**src/rtl/keen_pkg.sv**
```systemverilog
// -----------------------------------------------------------------------------
// keen_pkg -- shared definitions for the chunk-serial adder.
//   state_e : controller states (IDLE/RUN/DONE) with fixed encodings
//   idx_w() : width of a chunk index for n chunks, never less than 1 bit
// -----------------------------------------------------------------------------
package keen_pkg;

  typedef enum logic [1:0] {
    IDLE = 2'd0,
    RUN  = 2'd1,
    DONE = 2'd2
  } state_e;

  function automatic int idx_w(input int n);
    return (n > 1) ? $clog2(n) : 1;
  endfunction

endpackage

```
**src/rtl/keen_adder.sv**
```systemverilog
// -----------------------------------------------------------------------------
// keen_adder -- one XLEN-bit ripple chunk of the serial adder.
//   i_a, i_b : chunk operands
//   i_c      : carry in
//   o_s      : chunk sum
//   o_c      : carry out
// -----------------------------------------------------------------------------
module keen_adder #(
  parameter int XLEN = 8
) (
  input  logic [XLEN-1:0] i_a,
  input  logic [XLEN-1:0] i_b,
  input  logic            i_c,
  output logic [XLEN-1:0] o_s,
  output logic            o_c
);

  logic [XLEN:0] w_full;

  assign w_full = {1'b0, i_a} + {1'b0, i_b} + {{XLEN{1'b0}}, i_c};
  assign o_s    = w_full[XLEN-1:0];
  assign o_c    = w_full[XLEN];

endmodule

```
**src/rtl/keen_adder_seq.sv**
```systemverilog
// -----------------------------------------------------------------------------
// keen_adder_seq -- WIDTH-bit adder that reuses one XLEN-bit chunk adder over
// CHUNKS cycles. Result appears CHUNKS cycles after the operand accept.
//   clk, rst_n          : clock, async active-low reset
//   flush               : synchronous abort, wins over any handshake
//   in_valid/in_ready   : operand handshake (ready only in IDLE)
//   a, b, c_in          : operands and carry-in
//   out_valid/out_ready : result handshake (valid only in DONE)
//   sum, c_out          : registered result
//   ovf                 : two's-complement overflow, only when the macro
//                         KEEN_ADDER_SEQ_OVF_EN is defined
// -----------------------------------------------------------------------------
module keen_adder_seq
  import keen_pkg::*;
#(
  parameter  int XLEN   = 8,
  parameter  int CHUNKS = 4,
  localparam int WIDTH  = XLEN * CHUNKS
) (
  input  logic             clk,
  input  logic             rst_n,
  input  logic             flush,
  input  logic             in_valid,
  output logic             in_ready,
  input  logic [WIDTH-1:0] a,
  input  logic [WIDTH-1:0] b,
  input  logic             c_in,
  output logic             out_valid,
  input  logic             out_ready,
  output logic [WIDTH-1:0] sum,
  output logic             c_out
`ifdef KEEN_ADDER_SEQ_OVF_EN
  ,
  output logic             ovf
`endif
);

  localparam int IDXW = idx_w(CHUNKS);

  state_e                      r_state, w_next;
  logic [IDXW-1:0]             r_idx;
  logic                        r_carry;
  logic [CHUNKS-1:0][XLEN-1:0] r_a, r_b, r_sum;
  logic                        r_cout;

  logic [XLEN-1:0] w_ca, w_cb, w_cs;
  logic            w_co, w_last;

  assign w_ca   = r_a[r_idx];
  assign w_cb   = r_b[r_idx];
  assign w_last = (r_idx == IDXW'(CHUNKS - 1));

  keen_adder #(.XLEN(XLEN)) u_add (
    .i_a (w_ca),
    .i_b (w_cb),
    .i_c (r_carry),
    .o_s (w_cs),
    .o_c (w_co)
  );

  // ---------------- controller ----------------
  always_ff @(posedge clk or negedge rst_n) begin
    if (!rst_n) r_state <= IDLE;
    else        r_state <= w_next;
  end

  always_comb begin
    w_next    = r_state;
    in_ready  = 1'b0;
    out_valid = 1'b0;
    case (r_state)
      IDLE: begin
        in_ready = 1'b1;
        if (in_valid) w_next = RUN;
      end
      RUN:  if (w_last) w_next = DONE;
      DONE: begin
        out_valid = 1'b1;
        if (out_ready) w_next = IDLE;
      end
      default: w_next = IDLE;
    endcase
    if (flush) w_next = IDLE;
  end

  // ---------------- datapath ----------------
  // sum/c_out only change in RUN, so they hold steady through DONE.
  always_ff @(posedge clk or negedge rst_n) begin
    if (!rst_n) begin
      r_a     <= '0;
      r_b     <= '0;
      r_sum   <= '0;
      r_idx   <= '0;
      r_carry <= 1'b0;
      r_cout  <= 1'b0;
    end else if (!flush) begin
      if (r_state == IDLE && in_valid) begin
        r_a     <= a;
        r_b     <= b;
        r_carry <= c_in;
        r_idx   <= '0;
      end else if (r_state == RUN) begin
        r_sum[r_idx] <= w_cs;
        r_carry      <= w_co;
        r_idx        <= w_last ? '0 : r_idx + 1'b1;
        if (w_last) r_cout <= w_co;
      end
    end
  end

  assign sum   = r_sum;
  assign c_out = r_cout;

`ifdef KEEN_ADDER_SEQ_OVF_EN
  // Carry into the top bit is recovered from the top chunk's MSB sum bit.
  logic r_ovf;
  logic w_cmsb;

  assign w_cmsb = w_ca[XLEN-1] ^ w_cb[XLEN-1] ^ w_cs[XLEN-1];

  always_ff @(posedge clk or negedge rst_n) begin
    if (!rst_n)
      r_ovf <= 1'b0;
    else if (!flush && r_state == RUN && w_last)
      r_ovf <= w_cmsb ^ w_co;
  end

  assign ovf = r_ovf;
`endif

endmodule

```
**config.mk**
```make
export PLATFORM = sky130hd
export DESIGN_NAME = keen_adder_seq
export DESIGN_NICKNAME = d
export VERILOG_FILES = /design/src/rtl/keen_pkg.sv /design/src/rtl/keen_adder.sv /design/src/rtl/keen_adder_seq.sv
export SDC_FILE = /design/constraint.sdc
export NUM_CORES = 1
export LEC_CHECK = 0
export CAP_MARGIN = 10
export CORE_ASPECT_RATIO = 0.9
export CORE_MARGIN = 2
export CORE_UTILIZATION = 36
export DETAILED_ROUTE_END_ITERATION = 7
export GPL_TIMING_DRIVEN = 0
export PLACE_DENSITY = 0.58
export SYNTH_ARGS = -nofsm -noshare
export SYNTH_HDL_FRONTEND = slang
export SYNTH_SLANG_ARGS = --single-unit
```
**constraint.sdc**
```tcl
create_clock -name clk -period 3 [get_ports clk]
set_input_delay 0.3 -clock clk [delete_from_list [all_inputs] [get_ports clk]]
set_output_delay 0.3 -clock clk [all_outputs]
set_load 0.005 [all_outputs]
```
**Yosys cells after proc, flatten, opt, wreduce, memory -nomap -nowiden**

Index checks and enable logic that the tools add are counted.

- Bits of input ports: 70
- Logic and storage cells: 57
- Flip-flop bits (word level): 102
- Output and inout bits: 35

- Bitwise gates (word level): 2
- $add $sub $neg: 3
- Multiplexer cells: 19
- Reductions and logical operators: 9
- Equal/unequal tests: 6
- Order comparisons: 2

Operator list:

| kind | number |
|---|---|
| binary-select mux 8 bit (select 2 bit) | 2 |
| bitwise mux 32 bit | 1 |
| 2-to-1 mux 8 bit | 3 |
| demux 8 bit (select 2 bit) | 1 |
| 2-to-1 mux 2 bit | 7 |
| adder 8 x 8 -> 9 bit | 1 |
| adder 9 x 1 -> 9 bit | 1 |
| != test 3 bit (second input constant) | 3 |
| one-hot mux 2 bit (3 select lines) | 1 |
| AND reduction 3 bit | 2 |
| == test 2 bit (second input constant) | 2 |
| 2-to-1 mux 1 bit | 4 |
| AND reduction 2 bit | 2 |
| AND reduction 4 bit | 1 |
| < comparator 2 x 3 -> 1 bit (second input constant) | 1 |
| adder 2 x 1 -> 2 bit (second input constant) | 1 |
| == test 2 x 1 -> 1 bit (second input constant) | 1 |
| greater-or-equal comparator 2 x 1 -> 1 bit (second input constant) | 1 |
| logical AND 1 bit | 2 |
| logical NOT 2 bit | 1 |
| NOT 1 bit | 2 |
| nonzero test 2 bit | 1 |

**Logic depth before layout (Yosys ltp)**

Gate-level depths: netlist of the first run.

- Word-level depth: 6
- Gate-level depth with buffers: 10

**Modules after synthesis**

A second synthesis of the first run with hierarchy kept.

- Cells, all modules: 296
- Area, all modules: 4665.7 sq um

By module, submodules not included:

| module | cells an instance | area an instance (sq um) | times used |
|---|---|---|---|
| keen_adder_seq | 259 | 4340.4 | 1 |
| keen_adder | 37 | 325.3 | 1 |

**Worst setup path after synthesis of the first run**

OpenSTA, ideal clock, no wires.

- Path type: register to register
- From: register r_idx[0]
- To: register r_cout (netlist: c_out)
- Stages on the path, launching flop included: 11
- Data arrival time: 2.495 ns
- Data required time: 2.869 ns
- Slack: 0.374 ns
- Clock period less this slack: 2.626 ns
- Path through: dfrtp_1 -> buf_2 -> mux4_2 -> fa_1 -> inv_1 -> fa_1 -> nor2b_1 -> nor3_1 -> o21ai_0 -> a31oi_1 -> o21ai_0

- Cells in the longest elaborated chain, start to end: 4
- Elaborated cells on any way between the ends: 8
- Those cells by class: add/sub: 2; eq/ne: 1; mux: 4; reduce/logical: 1

Ends and longest elaborated chain:

| element | RTL line | source |
|---|---|---|
| start, declared | keen_adder_seq.sv:41 | `logic [IDXW-1:0] r_idx;` |
| start signal, assigned | keen_adder_seq.sv:105 | `r_idx <= w_last ? '0 : r_idx + 1'b1;` |
| binary-select mux 8 bit (select 2 bit) (on tied branches) | keen_adder_seq.sv:49, keen_adder_seq.sv:50 |  |
| 2-to-1 mux 8 bit (on tied branches) | keen_adder_seq.sv:49, keen_adder_seq.sv:50 |  |
| adder 8 x 8 -> 9 bit | keen_adder.sv:20 | `assign w_full = {1'b0, i_a} + {1'b0, i_b} + {{XLEN{1'b0}}, i_c};` |
| adder 9 x 1 -> 9 bit | keen_adder.sv:20 |  |
| end signal, assigned | keen_adder_seq.sv:106 | `if (w_last) r_cout <= w_co;` |
| end, declared | keen_adder_seq.sv:44 | `logic r_cout;` |

Several ways; a longest one is shown, not always the timed one. The select of a mux whose other input is x is not followed.
A chain may end at the register's enable or synchronous reset.

**Final worst setup path of the first run**

- From: register r_idx[0]
- To: register r_sum (netlist bit sum[13])

- Cells in the longest elaborated chain, start to end: 5
- Elaborated cells on any way between the ends: 12
- Those cells by class: add/sub: 2; order compare: 2; mux: 7; reduce/logical: 1

Ends and longest elaborated chain:

| element | RTL line | source |
|---|---|---|
| binary-select mux 8 bit (select 2 bit) (tied with other cells) | keen_adder_seq.sv:49 | `assign w_ca = r_a[r_idx];` |
| 2-to-1 mux 8 bit (implied by the code) (tied with other cells) | keen_adder_seq.sv:49 |  |
| adder 8 x 8 -> 9 bit / 2-to-1 mux 8 bit (equally long branches) | keen_adder.sv:20, keen_adder_seq.sv:103 |  |
| adder 9 x 1 -> 9 bit / demux 8 bit (select 2 bit) (equally long branches) | keen_adder.sv:20, keen_adder_seq.sv:103 |  |
| bitwise mux 32 bit (*) | keen_adder_seq.sv:103 | `r_sum[r_idx] <= w_cs;` |
| end signal, assigned by index | keen_adder_seq.sv:103 |  |
| end, declared | keen_adder_seq.sv:43 | `logic [CHUNKS-1:0][XLEN-1:0] r_a, r_b, r_sum;` |

Every way passes the cells marked *; elsewhere a longest branch is shown, timed or not. The select of a mux whose other input is x is not followed.

==> results of run 1 <==
-- per-layer routing --
layer  vias to the layer above  GRT usage, %  routed length [um]
li1                       1394             -                   -
met3                        13          4.17                 587
met2                        94          27.5                4810
met5                         -             0                   0
met4                         0          3.94                 107
met1                      1512          22.5                4770
-- Yosys cell counts --
library cell	instances
nand2b_1	1
xor2_1	4
inv_1	7
buf_1	1
nor3_1	2
mux2_2	68
mux4_2	16
nor2_1	6
a21oi_1	5
a221oi_2	1
dfrtp_1	102
a22o_1	2
a21o_1	2
nand2_1	36
clkbuf_1	3
buf_4	4
a211oi_1	1
xnor2_1	2
nor4b_2	1
o21ai_0	34
o211ai_1	2
fa_1	2
a2111oi_0	1
nor3b_4	1
nor2b_1	2
buf_2	7
ha_1	11
nand3b_1	1
a31oi_1	1
-- cells by family (layout without fill, tap and decap cells) --
kind of cell,count (synthesis),in the layout,share of synthesized area (%)
adder cells (fa/ha/maj),13,13,3.93
multiplexers,84,84,24.9
buffers and inverters,22,145,2.35
AND/OR/NAND/NOR,50,50,5.03
flip-flops,102,102,56.4
XOR/XNOR,6,6,1.16
AO/OA/AOI/OAI,49,49,6.20
-- worst reg2reg max path: cells and delay by family, from the launching register on --
kind	cells	cell delay, ns
DFF	1	0.40
buffers and inverters	1	0.17
xor gates and xnor gates	1	0.28
adders and majority gates	1	0.46
AOI/OAI and AO/OA	4	0.86
muxes	1	0.55
-- stage by stage --
step	instance area, um2	power (uW)	setup TNS (ns)
3_5_place_dp	5790	4440	-3.81
2_1_floorplan	4520	3400	0
6_report	6190	5780	0
4_1_cts	6160	5790	0
3_3_place_gp	5760	4400	-229.03
5_1_grt	6190	6210	-0.0130
-- worst max path at each step --
stage,start,endpoint,slack [ns],cells after the start
4_1_cts,r_idx[0],c_out,0.008,10
2_1_floorplan,r_idx[0],c_out,0.37,10
6_report,r_idx[0],sum[13],0.16,8
3_5_place_dp,r_idx[1],sum[14],-0.36,8
5_1_grt,r_idx[0],sum[13],-0.01,8
3_3_place_gp,rst_n,r_a[20],-2.21,1
-- registers in the layout, indices dropped and copies added, names as in the netlist --
name,flops
r_b,32
r_state,2
r_a,32
sum,32
r_carry,1
c_out,1
r_idx,2
-- cell type report --
type | count | share of cell area, %
sequential | 102 | 41.2
multi-input combinational | 202 | 30.6
timing repair buffer | 107 | 17.5
clock buffer | 11 | 4.08
tap | 160 | 3.23
buffer | 15 | 1.66
clock inverter | 5 | 1.31
inverter | 7 | 0.424
-- timing repair --
item	CTS	global route
setup endpoints to repair	14	18
hold buffers	1	0
pin swaps	0	2
hold endpoints to repair	37	0
resized for setup	6	7
cloned	0	0
buffers inserted	0	1
-- report_power, final --
part | internal [uW] | leakage [uW] | switching [uW] | total, uW
sequential | 1790 | 0.00124 | 236 | 2020
clock | 776 | 0.000162 | 491 | 1270
combinational | 1290 | 0.00118 | 1200 | 2490
==> metrics.cfg, run 1 <==
[grt]
grt_overflow_total = 0
grt_start_max_net_pins = 66
grtUsageTotal_pct = 16.7
grt_pass1_vias = 3138
grt_pass1_wl_um = 16700
antenna_found_initial = 0

[timing]
relSlewSlack_pct = 66.7
finalCriticalPeriod_ns = 2.84
fin_crit_sh_pct = 94.6
setup_violations = 0
worst_slack_ns = 0.161
skew_ns = 0.00632
slew_viol_final = 0
fin_hold_ws_ns = 0.481
hold_viol_final = 0
max_freq_mhz = 352
worstMarginPinSlew_ns = 0.500

[critical_path]
cp_slowest_cell = mux4_2
crit_family = compound AO/OA/AOI/OAI gates
arrival_ns = 3.05
crit_path_start_kind = flip-flop
crit_buf_inv = 1
reg2reg_from = r_idx[0]
r2r_cells = 8
worst-r2r-setup-slack_ns = 0.16
path_common_cell = o21ai_0
path_class = reg -> reg
r2r-end = sum[13]
critPathRequiredTime_ns = 3.21
worstPathMaxFanout = 10
crit_chain = buf_12 -> mux4_2 -> fa_1 -> a211oi_1 -> o21ai_0 -> a21oi_1 -> xor2_2 -> o21ai_0
endpoint_kind = flip-flop
slowest_delay_ns = 0.54

[final_layout]
mostFrequentLayoutCell = clkdlybuf4s50_1
multiInputGateArea_um2 = 1890
layout_common_cells = clkdlybuf4s50_1 (103), dfrtp_1 (102), mux2_2 (68)
num-nets-final = 527
seq_area_um2 = 2550
instances_no_fill = 609
final_core_util_pct = 50.9
num-fill-cells = 1108
areaGrowthSynthToFinish_pct = 36.9
antennaDiodeCount = 0
layout-drive-gt1-share_pct = 27.4

[die]
rows = 38
die_height_um = 110
fp.dieW_um = 122
die_area_um2 = 13500
start_util_pct = 37.2
core_um2 = 12200
pin_count = 105

[routing]
via_per_inst = 4.95
wl_per_cell_um = 16.9
drc_errors = 0
drtIter0Drc = 134
ant_nets = 0
first_pass_iters = 4
finalWirelength_um = 10300
vias = 3013

[hold_path]
hold_end = sum[9]
hold_depth = 2
holdCritPathClass = reg -> reg
hp-start = sum[9]

[place]
io_buffer_count = 104
gp_congestion = 0.821
hpwlAfterDp_um = 7800
pre_cts_slack_ns = -0.358
dp_cells = 591

[logic_synthesis]
yosysUniqueCellTypes = 29
synth_area_um2 = 4520
ys_warn_count = 0
yosys-top-cells-area = dfrtp_1 (56%), mux2_2 (17%), mux4_2 (8.0%)
synth_seq_area_share_pct = 56.4
syn_area_per_cell_um2 = 13.9
syn-instance-count = 326
netlist.area_leader.share_pct = 56.4
ys_seq_elements = 102
yosysTopAreaCell = dfrtp_1
synth_nets = 409

[clocking]
insertion_delay_ns = 0.34
cts_buffers = 9
clock_sinks = 102
clk_pin_slew_ns = 0.07
clock-root-buffer = clkbuf_16
h-tree-depth = 3
cts_buffer_depth = 2
cts_tree = built

[status]
status = completed

[power_and_ir_drop]
leakagePower_uw = 0.00258
power_density_nw_per_um2 = 934
ir_drop_mv = 0.412

[run]
timing.max_cap.violations = 0

(Power assumes the default switching activity.)
==> inputs of run 2 (changes only) <==
CORE_UTILIZATION = 34   (was 36)
PLACE_DENSITY = 0.55   (was 0.58)
==> run 2 against run 1 <==
- via count is 2.8% lower
- core utilization decreased by 2.9 points
- critical path depth is 2 higher
- first-iteration DRC count decreased by 16%
- clock power fell by 10%
- final area fell by 0.59%
- register-to-register slack better by 0.04 ns
- worst hold slack better by 0.0016 ns
- total power shrank 2.1%
- clock-buffer cell count is 1 lower
- cell count rose by 0.49%
==> metrics.cfg, run 2 (synthesis results as in run 1) <==
[power_and_ir_drop]
ir_drop_mv = 0.408  ; was 0.412 mV
leakagePower_uw = 0.00255  ; was 0.00258 uW
netSwitchingFraction_pct = 33.8  ; was 33.3%
p_comb_share_pct = 44.3  ; was 43.1%
p_clk_share_pct = 20.0  ; was 21.9%
power_frac_seq_pct = 35.6  ; was 35.0%
power_density_nw_per_um2 = 920  ; was 934 nW/um2
power_switching_uw = 1920  ; was 1930 uW
p_int_uw = 3750  ; was 3850 uW
power_uw = 5660  ; was 5780 uW

[timing]
worstMarginPinSlew_ns = 0.593  ; was 0.500 ns
hold_viol_final = 0  ; unchanged
fin_tns_setup_ns = 0  ; unchanged
setup_violations = 0  ; unchanged
fin_crit_sh_pct = 93.4  ; was 94.6%
rsz0062_at_grt = no
slew_viol_final = 0  ; unchanged
relSlewSlack_pct = 60.5  ; was 66.7%
skew_ns = 0.00847  ; was 0.00632 ns
fin_hold_ws_ns = 0.483  ; was 0.481 ns
finalCriticalPeriod_ns = 2.80  ; was 2.84 ns
max_freq_mhz = 357  ; was 352 MHz

[place]
gp_congestion = 0.774  ; was 0.821
io_buffer_count = 104  ; unchanged
hpwlAfterDp_um = 7640  ; was 7800 um
place_area_um2 = 5790  ; about the same
dp_cells = 595  ; was 591

[clocking]
clk_pin_slew_ns = 0.07  ; about the same
cts_setup_buffers = 0  ; unchanged
clock_sinks = 102  ; unchanged
cts_buffers = 9  ; unchanged
insertion_delay_ns = 0.34  ; about the same
cts_tree = built  ; unchanged
clock-root-buffer = clkbuf_16  ; unchanged
cts_buffer_depth = 2  ; unchanged
h-tree-depth = 3  ; unchanged

[die]
die_area_um2 = 14200  ; was 13500 um2
fp.dieW_um = 126  ; was 122 um
start_util_pct = 35.2  ; was 37.2%
die_height_um = 113  ; was 110 um
core_um2 = 12800  ; was 12200 um2
rows = 39  ; was 38
pin_count = 105  ; unchanged

[run]
timing.max_cap.violations = 0  ; unchanged

[final_layout]
layout-drive-gt1-share_pct = 27.7  ; was 27.4%
multiInputGateArea_um2 = 1910  ; was 1890 um2
areaGrowthSynthToFinish_pct = 36.1  ; was 36.9%
mostFrequentLayoutCell = clkdlybuf4s50_1  ; unchanged
layout_common_cells = clkdlybuf4s50_1 (103), dfrtp_1 (102), mux2_2 (68)  ; unchanged
antennaDiodeCount = 0  ; unchanged
instances_no_fill = 612  ; was 609
num-fill-cells = 1188  ; was 1108
fin_area_um2 = 6150  ; was 6190 um2
seq_area_um2 = 2550  ; unchanged
num-nets-final = 526  ; was 527

[critical_path]
worstPathMaxFanout = 10  ; unchanged
arrival_ns = 3.02  ; was 3.05 ns
crit_path_start_kind = flip-flop  ; unchanged
critPathRequiredTime_ns = 3.21  ; about the same
path_class = reg -> reg  ; unchanged
endpoint_kind = flip-flop  ; unchanged

[routing]
vias = 2929  ; was 3013
drtIter0Drc = 112  ; was 134
finalWirelength_um = 10100  ; was 10300 um
via_per_inst = 4.79  ; was 4.95
ant_nets = 0  ; unchanged
wl_per_cell_um = 16.5  ; was 16.9 um
drc_errors = 0  ; unchanged
first_pass_iters = 4  ; unchanged

[hold_path]
holdCritPathClass = reg -> reg  ; unchanged

[grt]
grt_pass1_wl_um = 16500  ; was 16700 um
grt_pass1_vias = 3106  ; was 3138
antenna_found_initial = 0  ; unchanged
grtUsageTotal_pct = 15.1  ; was 16.7%
grt_start_max_net_pins = 58  ; was 66
grt_overflow_total = 0  ; unchanged

[status]
status = completed  ; unchanged

run 2: stage by stage:
step / setup slack, ns / util [%]
2_1_floorplan: 0.374 / -
5_1_grt: 0.0384 / 48.0
3_5_place_dp: -0.383 / 45.1
3_3_place_gp: -2.28 / 45.0
6_report: 0.197 / 48.0
4_1_cts: 0.0229 / 47.7
run 2: layer usage:
layer / track usage, % / wire length (um)
met4: 4.15 / 90
met3: 4.17 / 532
met2: 24.2 / 4710
met5: 0 / 0
met1: 20.3 / 4790
run 2: power by group through the flow:
stage / clock, uW / sequential [uW] / combinational, uW
after detailed placement: 0 / 2040 / 2370
final: 1140 / 2020 / 2510
after floorplan: 0 / 1990 / 1400
after global placement: 0 / 2030 / 2360
after CTS: 1170 / 2020 / 2450
after global routing: 1230 / 2070 / 2800
run 2: area by class of cell:
class,count,share of cell area (%)
well taps,164,3.33
plain buffers,15,1.55
clock buffers,10,3.72
repair buffers,106,17.5
flip-flops and latches,102,41.5
clock inverters,6,1.02
multi-input cells,202,31.0
inverters,7,0.427
run 2: path summary, 6_finish.rpt:
path                            startpoint          to  slack, ns  cells after the start
worst max-delay path              r_idx[0]     sum[30]       0.20                     10
worst min-delay path               sum[22]     sum[22]       0.48                      2
worst max register to register    r_idx[0]     sum[30]       0.20                     10
worst min register to register     sum[22]     sum[22]       0.48                      2
max in group asynchronous            rst_n     r_a[27]       1.81                      3
min in group asynchronous            rst_n  r_state[1]       0.50                      2
run 2: critical path, stage by stage, from the launching register on:
cell     delay, ns
dfrtp_1       0.40
buf_8         0.19
mux4_2        0.56
fa_2          0.42
inv_1         0.08
fa_1          0.20
nor2b_1       0.07
nor3_1        0.14
o21ai_1       0.17
xnor2_2       0.31
o21ai_0       0.13
run 2: what timing repair did:
item | CTS | global route
setup endpoints to repair | 18 | 18
cloned | 0 | 0
pin swaps | 0 | 1
gates resized for setup | 7 | 7
hold buffers | 1 | 0
endpoints found under the hold margin | 45 | 0
==> edit: new RTL, settings of run 2 <==
The parameter `CHUNKS` goes from 4 to 6.
--- a/src/rtl/keen_adder_seq.sv
+++ b/src/rtl/keen_adder_seq.sv
@@ -16,3 +16,3 @@
   parameter  int XLEN   = 8,
-  parameter  int CHUNKS = 4,
+  parameter  int CHUNKS = 6,
   localparam int WIDTH  = XLEN * CHUNKS
Interface: changed (resized a, b and sum); port bits go from 105 to 153. No check against the original RTL was run, so the function may have changed too.
==> edit against run 2 <==
Synthesized cell count grew 51%. Non-clock buffer count grew 76. Routed wire length is 73% higher. Clock power is 94% higher. Final area rose by 55%. Worst setup slack got worse by 0.15 ns. Sequential cell count up 49. Clock skew up 0.0019 ns. Core utilization grew 1.3 points. Power increased by 53%. Synthesized area is 50% higher. Critical endpoint is now r_carry$_DFFE_PN0P_. Largest cell class unchanged.
==> edit: results (changes against run 2) <==
fin_worst_skew_ns: 0.0104  # was 0.00847 ns
regToRegEndpoint: "r_carry$_DFFE_PN0P_"  # was sum[30]$_DFFE_PN0P_
synth_fp_nets: 604  # was 409
cts_inserted_buffers: 17  # was 9
gp_congestion: 0.818  # was 0.774
grt_util_all_layers: 0.174  # was 0.151
drive_above_1_share: 0.326  # was 0.277
netlist_top_cells_area: "dfrtp_1, mux2_2, mux4_2"  # unchanged
layout_min_cycle_time_ns: 2.95  # was 2.80 ns
leakagePower_nw: 4.02  # was 2.55 nW
status: "complete, no violations"  # unchanged
synth-compound-area-share: 0.0569  # was 0.0620
hold_path_class: "primary input to async pin"  # was register to register
numPortBuffers: 152  # was 104
synth.yosys.seq_area_share: 0.558  # was 0.564
postCtsSetupRepairBufs: 4  # was 0
worst-r2r-cell-count: 11  # was 10
grt_max_degree: 93  # was 58
first_global_vias: 4981  # was 3106
drt_iter0_drc: 173  # was 112
cts.htree.levels: 4  # was 3
routed-wl-met3_microns: 1210  # was 532 microns
antenna_violations_before_repair: 1  # was 0
num-nets-final: 794  # was 526
avgViaCountPerCell: 4.92  # was 4.79
clk-insertion-delay-late_ns: 0.42  # was 0.34 ns
finalHoldWorstSlack_ns: 0.402  # was 0.483 ns
edit: critical path, stage by stage, from the launching register on:
cell and delay [ns]:
dfrtp_2 0.43, buf_12 0.12, buf_12 0.15, mux4_2 0.54, nand2_1 0.10, o21ai_0 0.12
ha_1 0.37, buf_4 0.13, inv_1 0.05, o31ai_2 0.36, a31oi_1 0.19, o41ai_1 0.28
edit: area by class of cell:
class / instances / area [sq um]
clock inverter: 13 / 168
clock buffer: 19 / 443
tap: 250 / 313
fill: 1707 / 9820
buffer: 26 / 243
multi-input combinational: 310 / 2840
sequential: 151 / 3780
inverter: 6 / 26.3
timing repair buffer: 171 / 1700
edit: power groups by stage:
stage / registers [W] / logic, W / clock network, W
after floorplan: 0.00287 / 0.00167 / 0
after global placement: 0.00290 / 0.00300 / 0
after detailed placement: 0.00293 / 0.00307 / 0
after CTS: 0.00290 / 0.00329 / 0.00227
after global routing: 0.00297 / 0.00386 / 0.00236
final: 0.00289 / 0.00355 / 0.00221
